==> src/rtl/axi_mm_reg_sink.sv <==
// axi_mm_reg_sink: responder end of the if_axi_mm memory-mapped link.
// Register bank with NUM_RW read/write config registers followed by NUM_RO
// read-only status words. Writes complete in one cycle; reads answer RD_LAT
// cycles after acceptance with o_wait_rq held high until the response cycle ends.
// Optional feature macro: AXI_MM_REG_SINK_WR_PULSE_EN enables per-register
// write strobes on o_wr_pulse; without it o_wr_pulse is constant zero.

module axi_mm_reg_sink #(
   parameter int                D_BITS     = 64,
   parameter int                A_BITS     = 8,
   parameter int                NUM_RW     = 8,
   parameter int                NUM_RO     = 4,
   parameter int                RD_LAT     = 2,
   parameter logic [D_BITS-1:0] RD_DEFAULT = 'hDEAD_BEEF
) (
   input  logic                     i_clk,
   input  logic                     i_rst,
   input  logic [A_BITS-1:0]        i_addr,
   input  logic [D_BITS-1:0]        i_wr_dat,
   input  logic                     i_wr,
   input  logic                     i_rd,
   output logic [D_BITS-1:0]        o_rd_dat,
   output logic                     o_rd_dat_val,
   output logic                     o_wait_rq,
   input  logic [NUM_RO*D_BITS-1:0] i_ro,
   output logic [NUM_RW*D_BITS-1:0] o_rw,
   output logic [NUM_RW-1:0]        o_wr_pulse
);

   typedef enum logic [1:0] {
      IDLE    = 2'd0,
      RD_WAIT = 2'd1,
      RESP    = 2'd2
   } state_t;

   // RD_WAIT lasts RD_LAT-1 cycles; the counter runs 0..LAST_CNT inside it
   localparam int LAST_CNT = (RD_LAT >= 2) ? RD_LAT - 2 : 0;
   localparam int CNT_W    = (LAST_CNT > 0) ? $clog2(LAST_CNT + 1) : 1;

   state_t            state;
   logic [CNT_W-1:0]  cnt;
   logic [D_BITS-1:0] rd_hold;
   logic [D_BITS-1:0] rd_sel;
   logic [D_BITS-1:0] rw_q [NUM_RW];
   logic              wr_acc;
   logic              rd_acc;

   // A write wins over a simultaneous read; the read is simply dropped
   assign wr_acc = (state == IDLE) && i_wr;
   assign rd_acc = (state == IDLE) && i_rd && !i_wr;

   // Address decode for reads: RW bank, then RO words, otherwise the default pattern
   always_comb begin
      rd_sel = RD_DEFAULT;
      for (int k = 0; k < NUM_RW; k++) begin
         if (i_addr == A_BITS'(k)) begin
            rd_sel = rw_q[k];
         end
      end
      for (int k = 0; k < NUM_RO; k++) begin
         if (i_addr == A_BITS'(NUM_RW + k)) begin
            rd_sel = i_ro[k*D_BITS +: D_BITS];
         end
      end
   end

   // Read handshake FSM; data is frozen at the accept edge and released in RESP
   always_ff @(posedge i_clk or posedge i_rst) begin
      if (i_rst) begin
         state        <= IDLE;
         cnt          <= '0;
         rd_hold      <= '0;
         o_rd_dat     <= '0;
         o_rd_dat_val <= 1'b0;
         o_wait_rq    <= 1'b0;
      end else begin
         o_rd_dat_val <= 1'b0;
         case (state)
            IDLE: begin
               if (rd_acc) begin
                  o_wait_rq <= 1'b1;
                  if (RD_LAT == 1) begin
                     state        <= RESP;
                     o_rd_dat     <= rd_sel;
                     o_rd_dat_val <= 1'b1;
                  end else begin
                     state   <= RD_WAIT;
                     rd_hold <= rd_sel;
                     cnt     <= '0;
                  end
               end
            end
            RD_WAIT: begin
               if (cnt == CNT_W'(LAST_CNT)) begin
                  state        <= RESP;
                  o_rd_dat     <= rd_hold;
                  o_rd_dat_val <= 1'b1;
               end else begin
                  cnt <= cnt + 1'b1;
               end
            end
            RESP: begin
               state     <= IDLE;
               o_wait_rq <= 1'b0;
            end
            default: begin
               state     <= IDLE;
               o_wait_rq <= 1'b0;
            end
         endcase
      end
   end

   // RW register bank; writes to RO or unmapped addresses match no register
   always_ff @(posedge i_clk or posedge i_rst) begin
      if (i_rst) begin
         for (int k = 0; k < NUM_RW; k++) begin
            rw_q[k] <= '0;
         end
      end else if (wr_acc) begin
         for (int k = 0; k < NUM_RW; k++) begin
            if (i_addr == A_BITS'(k)) begin
               rw_q[k] <= i_wr_dat;
            end
         end
      end
   end

   for (genvar g = 0; g < NUM_RW; g++) begin : g_pack
      assign o_rw[g*D_BITS +: D_BITS] = rw_q[g];
   end

`ifdef AXI_MM_REG_SINK_WR_PULSE_EN
   logic [NUM_RW-1:0] wr_pulse_q;

   // One-cycle strobe aligned with the register update, even for identical data
   always_ff @(posedge i_clk or posedge i_rst) begin
      if (i_rst) begin
         wr_pulse_q <= '0;
      end else begin
         for (int k = 0; k < NUM_RW; k++) begin
            wr_pulse_q[k] <= wr_acc && (i_addr == A_BITS'(k));
         end
      end
   end

   assign o_wr_pulse = wr_pulse_q;
`else
   assign o_wr_pulse = '0;
`endif

endmodule

==> config.mk <==
export PLATFORM = sky130hd
export DESIGN_NAME = axi_mm_reg_sink
export DESIGN_NICKNAME = d
export VERILOG_FILES = /design/src/rtl/axi_mm_reg_sink.sv
export SDC_FILE = /design/constraint.sdc
export NUM_CORES = 1
export LEC_CHECK = 0
export BUFFER_PORTS_ARGS = -buffer_cell sky130_fd_sc_hd__buf_2
export CAP_MARGIN = 5
export CORE_AREA = 2 2 356 358
export CTS_CLUSTER_SIZE = 12
export DETAILED_ROUTE_END_ITERATION = 8
export DIE_AREA = 0 0 358 360
export HOLD_SLACK_MARGIN = 0.06
export PLACE_DENSITY_LB_ADDON = 0.2
export SLEW_MARGIN = 0
export SYNTH_ARGS = -nofsm -noshare
export SYNTH_HDL_FRONTEND = slang
export SYNTH_SLANG_ARGS = --single-unit
==> constraint.sdc <==
create_clock -name i_clk -period 57.7 [get_ports i_clk]
set_clock_uncertainty 0.05 [all_clocks]
set_input_delay 8.655 -clock i_clk [delete_from_list [all_inputs] [get_ports i_clk]]
set_output_delay 8.655 -clock i_clk [all_outputs]
set_load 0.03 [all_outputs]
After elaboration in Yosys (flattened, before gate mapping)
Cells that the tools add are included.
- register bits after elaboration: 645
- input port bits: 332
- output and inout port bits: 586
- word-level logic and storage cells: 73
- add/subtract/negate cells: 1
- eq/ne operators: 14
- mux-type cells: 22
- bitwise logic cells: 2
- reductions and logical operators: 20
- operators by type and width (cell ; number):
    64-bit two-way mux ; 12
    8-bit by 3-bit == test with 1-bit output (second input constant) ; 4
    8-bit by 4-bit == test with 1-bit output (second input constant) ; 4
    2-bit AND reduction ; 13
    8-bit by 2-bit == test with 1-bit output (second input constant) ; 2
    8-bit by 1-bit == test with 1-bit output (second input constant) ; 1
    8-bit logical NOT ; 1
    1-bit two-way mux ; 5
    2-bit two-way mux ; 2
    2-bit != test (second input constant) ; 2
    1-bit one-hot mux with 2 select lines ; 2
    2-bit one-hot mux with 2 select lines ; 1
    1-bit logical AND ; 3
    2-bit by 1-bit == test with 1-bit output (second input constant) ; 1
    2-bit logical NOT ; 1
    1-bit inverter ; 2
    2-bit nonzero test ; 1
    1-bit adder (second input constant) ; 1
    1-bit logical NOT ; 1

Logic depth before layout (Yosys ltp)
- depth in word-level cells: 13
- gate-level depth with buffers: 10
- gate-level depth less buffers: 6

Worst setup path after synthesis
Ideal clock, no wire load.
- path kind: input-to-reg
- start: input i_addr[5]
- end: register rw_q (netlist bit o_rw[217])
- library setup time: 0.128 ns
- arrival: 10.406 ns
- data required time: 57.522 ns
- path slack: 47.117 ns
- cell stages on the path: 7
- path buffers: 3
- cell sequence: or4_1 > buf_2 > buf_2 > nor2_2 > nand2_2 > buf_2 > mux2_1
- word-level cells in the longest chain between the ends: 2
- RTL lines (what ; RTL line ; source):
    from (decl) ; 18 ; input logic [A_BITS-1:0] i_addr,
    8-bit by 2-bit == test with 1-bit output ; 122 ; if (i_addr == A_BITS'(k)) begin
    2-bit AND reduction (no line) ; - ;
    to (signal, indexed assignment) ; 123 ; rw_q[k] <= i_wr_dat;
    to (decl) ; 44 ; logic [D_BITS-1:0] rw_q [NUM_RW];
Every way passes these cells.
A chain may end at the register's enable or synchronous reset.

Final worst setup path
- start: input i_addr[1]
- end: register rd_hold[17]
- word-level cells in the longest chain between the ends: 13
- elaborated cells between the ends (all ways): 24
- classes of those cells: 11 x eq/ne; 12 x mux; 1 x reduce/logical
- RTL lines (what ; RTL line ; source):
    8-bit logical NOT ; 56 ; if (i_addr == A_BITS'(k)) begin
    64-bit two-way mux (8 in a row) ; 56 ;
    64-bit two-way mux (3 in a row) ; 61 ; if (i_addr == A_BITS'(NUM_RW + k)) begin
    64-bit two-way mux * ; 61 ;
    to (signal assigned) ; 88 ; rd_hold <= rd_sel;
    to (decl) ; 42 ; logic [D_BITS-1:0] rd_hold;
Every way passes the cells marked *; elsewhere a longest branch is shown, timed or not.

==> metrics <==
die height 360 µm; Worst Setup Path Type input pin to flop; fin crit period 11980 ps; fill count 13200; Max IR drop VDD 18.9 µV; Tot GR Track Use 26.7%; Data required, critical path 58140 ps; row cnt 130; area delta synth->final 29.7%; Final Slew Violations 0; design area 39200 µm²; Yosys top cell area share 53.3%; post-synthesis cell area 30200 µm²; via/cell ratio 5.17; worst slew pin tran 1330 ps; drt pass-1 iters 6; TritonCTS clock tree built; largest net degree at the start of global routing 157; hold crit path type flop to flop; max-cap viol count 0; status complete, no violations; Post-synth EDFFs 0; Rel. slew slack 10.4%; layout cells sized above 1 48.1%; Final period util 20.8%; Worst-path clk slew 50 ps; clock sinks 644; fmax 83.4 MHz; violation count after the first detailed-route iteration 2066; RSZ-0062 raised after global routing false; worst stage delay on the critical path 1180 ps; Initial Util 24.2%; Hold WS 415 ps; # port buffers 909; leakage 20.4 nW; Die Width 358 µm; CP Cell Sequence buf_8 -> nand2_1 -> o22ai_1 -> o221ai_1 -> a21boi_0 -> o21ai_0; fin nets 3787; final setup TNS 0 ps; DPL Wire Length 129000 µm; crit path DAT 12420 ps; Remaining DRCs 0; Routed WL 176000 µm; worst path bufs/invs 1; initial antenna violation count 31; Final Setup Violations 0; vias in the first global route 26800; Worst Setup Start Kind input pin; dpl cell area 36700 µm²; sequential area share after synthesis 53.3%; core region area 125000 µm²; CTS H-Tree Depth 3; Synth area leader dfrtp_1; Hold Vio Cnt, Final 0; vias post-DR 26700; Routed Antenna Nets 0; num ports 918; CP endpoint kind flop; warnings from Yosys 0; CTS Buffer Depth 3; syn_area_per_cell 11.6 µm²; Post-CTS Setup Bufs 0; synth top area cells dfrtp_1 (53%), mux2_2 (20%), nand2_1 (3.6%); PnR Total Power 0.00120 W; GPL Wtd Cong 0.858; dominant synthesized flop cell dfrtp_1; GR Overflow Total 0; cts hold-fix bufs 0; first-pass GRT wire length 237000 µm; Post-CTS Resized 0; Routed WL per cell 34.1 µm; Clk Tree Root Cell clkbuf_16; slowest cell on the critical path o22ai_1; Clk Latency, worst-skew pair 650 ps; Synth cell types 62; cts bufs inserted 80; CP Max Fanout 52; die area 129000 µm²; Post-Synthesis Cells 2599; Top Family by Delay on Critical Path compound AO/OA/AOI/OAI gates; Synth async-reset ratio 100%; pwr dens 30.5 nW/µm²; #FFs+latches synth 644
per-stage QoR:
| step | worst slack [ps] | cells | utilization [%] |
|---|---|---|---|
| after floorplan | 30950 | 2606 | - |
| after global placement | 44900 | 5022 | 29.4 |
| after detailed placement | 44960 | 5022 | 29.4 |
| after CTS | 45670 | 5156 | 31.3 |
| after global routing | 45640 | 5163 | 31.4 |
| final | 45720 | 5172 | 31.4 |
worst min-delay path: cells and delay by family, from the launching register on:
| family | cells | cell delay [ps] |
|---|---|---|
| flops | 1 | 340 |
| simple gates | 2 | 100 |
final cells by class:
class	count	area (µm²)	area share [%]
antenna	15	37.5	0.0957
clock buffer	123	2320	5.93
clock inverter	11	103	0.262
inverter	25	106	0.271
multi-input combinational	1731	13400	34.1
sequential	644	16100	41.1
tap	1650	2060	5.27
timing repair buffer	973	5090	13.0
power breakdown:
part / internal, W / switching (W) / total, W
Clock: 0.000280 / 0.000208 / 0.000488
Combinational: 0.0000564 / 0.000143 / 0.000200
Sequential: 0.000484 / 0.0000242 / 0.000508
cells in the final DEF, fill, tap and decap left out, types with 7 or more instances in the layout:
cell       instances
nor2b_1           17
mux2_1            12
a21oi_1          102
buf_2            907
dfrtp_1          644
conb_1             8
o2111ai_1          9
or3_1             13
o21ai_0          142
inv_1             22
diode_2           15
a22oi_1           30
a211oi_1          20
o2bb2ai_1         12
buf_4             61
clkbuf_1          28
mux2i_1           49
a221oi_1          51
mux4_2             7
nand2_1          284
nor2_1           102
nor3_1             7
mux2_2           540
clkbuf_8          15
o221ai_1          23
o221a_2           17
a211o_1            9
a222oi_1          10
a31oi_1            9
nand2b_1           8
a22o_1            24
o211ai_1          10
o22ai_1          103
nand3_1           27
clkbuf_16         81
o32ai_1            8
sequential cells by signal (all words and copies together) (netlist names):
name / cells
o_rw: 512
o_rd_dat: 64
rd_hold: 64
state: 2
o_rd_dat_val: 1
o_wait_rq: 1
synthesized netlist by cell type (all sizes together), types with 3 or more instances:
master and n:
nand2b 10, o221ai 23, o41ai 4, nand3 33
a221oi 51, inv 25, a32oi 6, mux2i 49
nor3b 6, a21oi 102, nor2 114, o2bb2ai 12
a222oi 10, a211oi 20, a22o 24, mux2 552
a21boi 3, o21a 3, nor2b 21, clkbuf 122
nand2 290, a31oi 9, a221o 3, buf 84
o2111ai 9, dfrtp 644, or3 13, a211o 9
mux4 7, nor3 10, o211ai 10, o221a 17
o22ai 103, a22oi 30, o32ai 8, o21ai 143
routing by layer:
layer	routed length (µm)	track usage (%)	share of wire, %	vias to the layer above
li1	-	-	-	11300
met1	77700	36.4	44	14100
met2	80200	41.9	45	1112
met3	13400	6.44	7.6	205
met4	5000	7.24	2.8	6
met5	37	0	0.021	-
final timing paths:
path                            cells past startpoint        start            to  slack [ps]
worst max-delay path                                6    i_addr[1]   rd_hold[17]       45720
worst min-delay path                                2  rd_hold[44]  o_rd_dat[44]         410
worst max register to register                      6     state[0]   rd_hold[48]       53560
worst min register to register                      2  rd_hold[44]  o_rd_dat[44]         410
max in group asynchronous                           4        i_rst     o_rw[500]       47100
min in group asynchronous                           2        i_rst     o_rw[137]        8050
cell families after synthesis:
family / share of synthesized area (%)
buf+inv: 3.15
simple gates: 7.38
flops: 53.3
mux: 22.7
compound gates: 13.4
other cells: 0.0124
No activity file was read; power rests on OpenSTA's default activity.
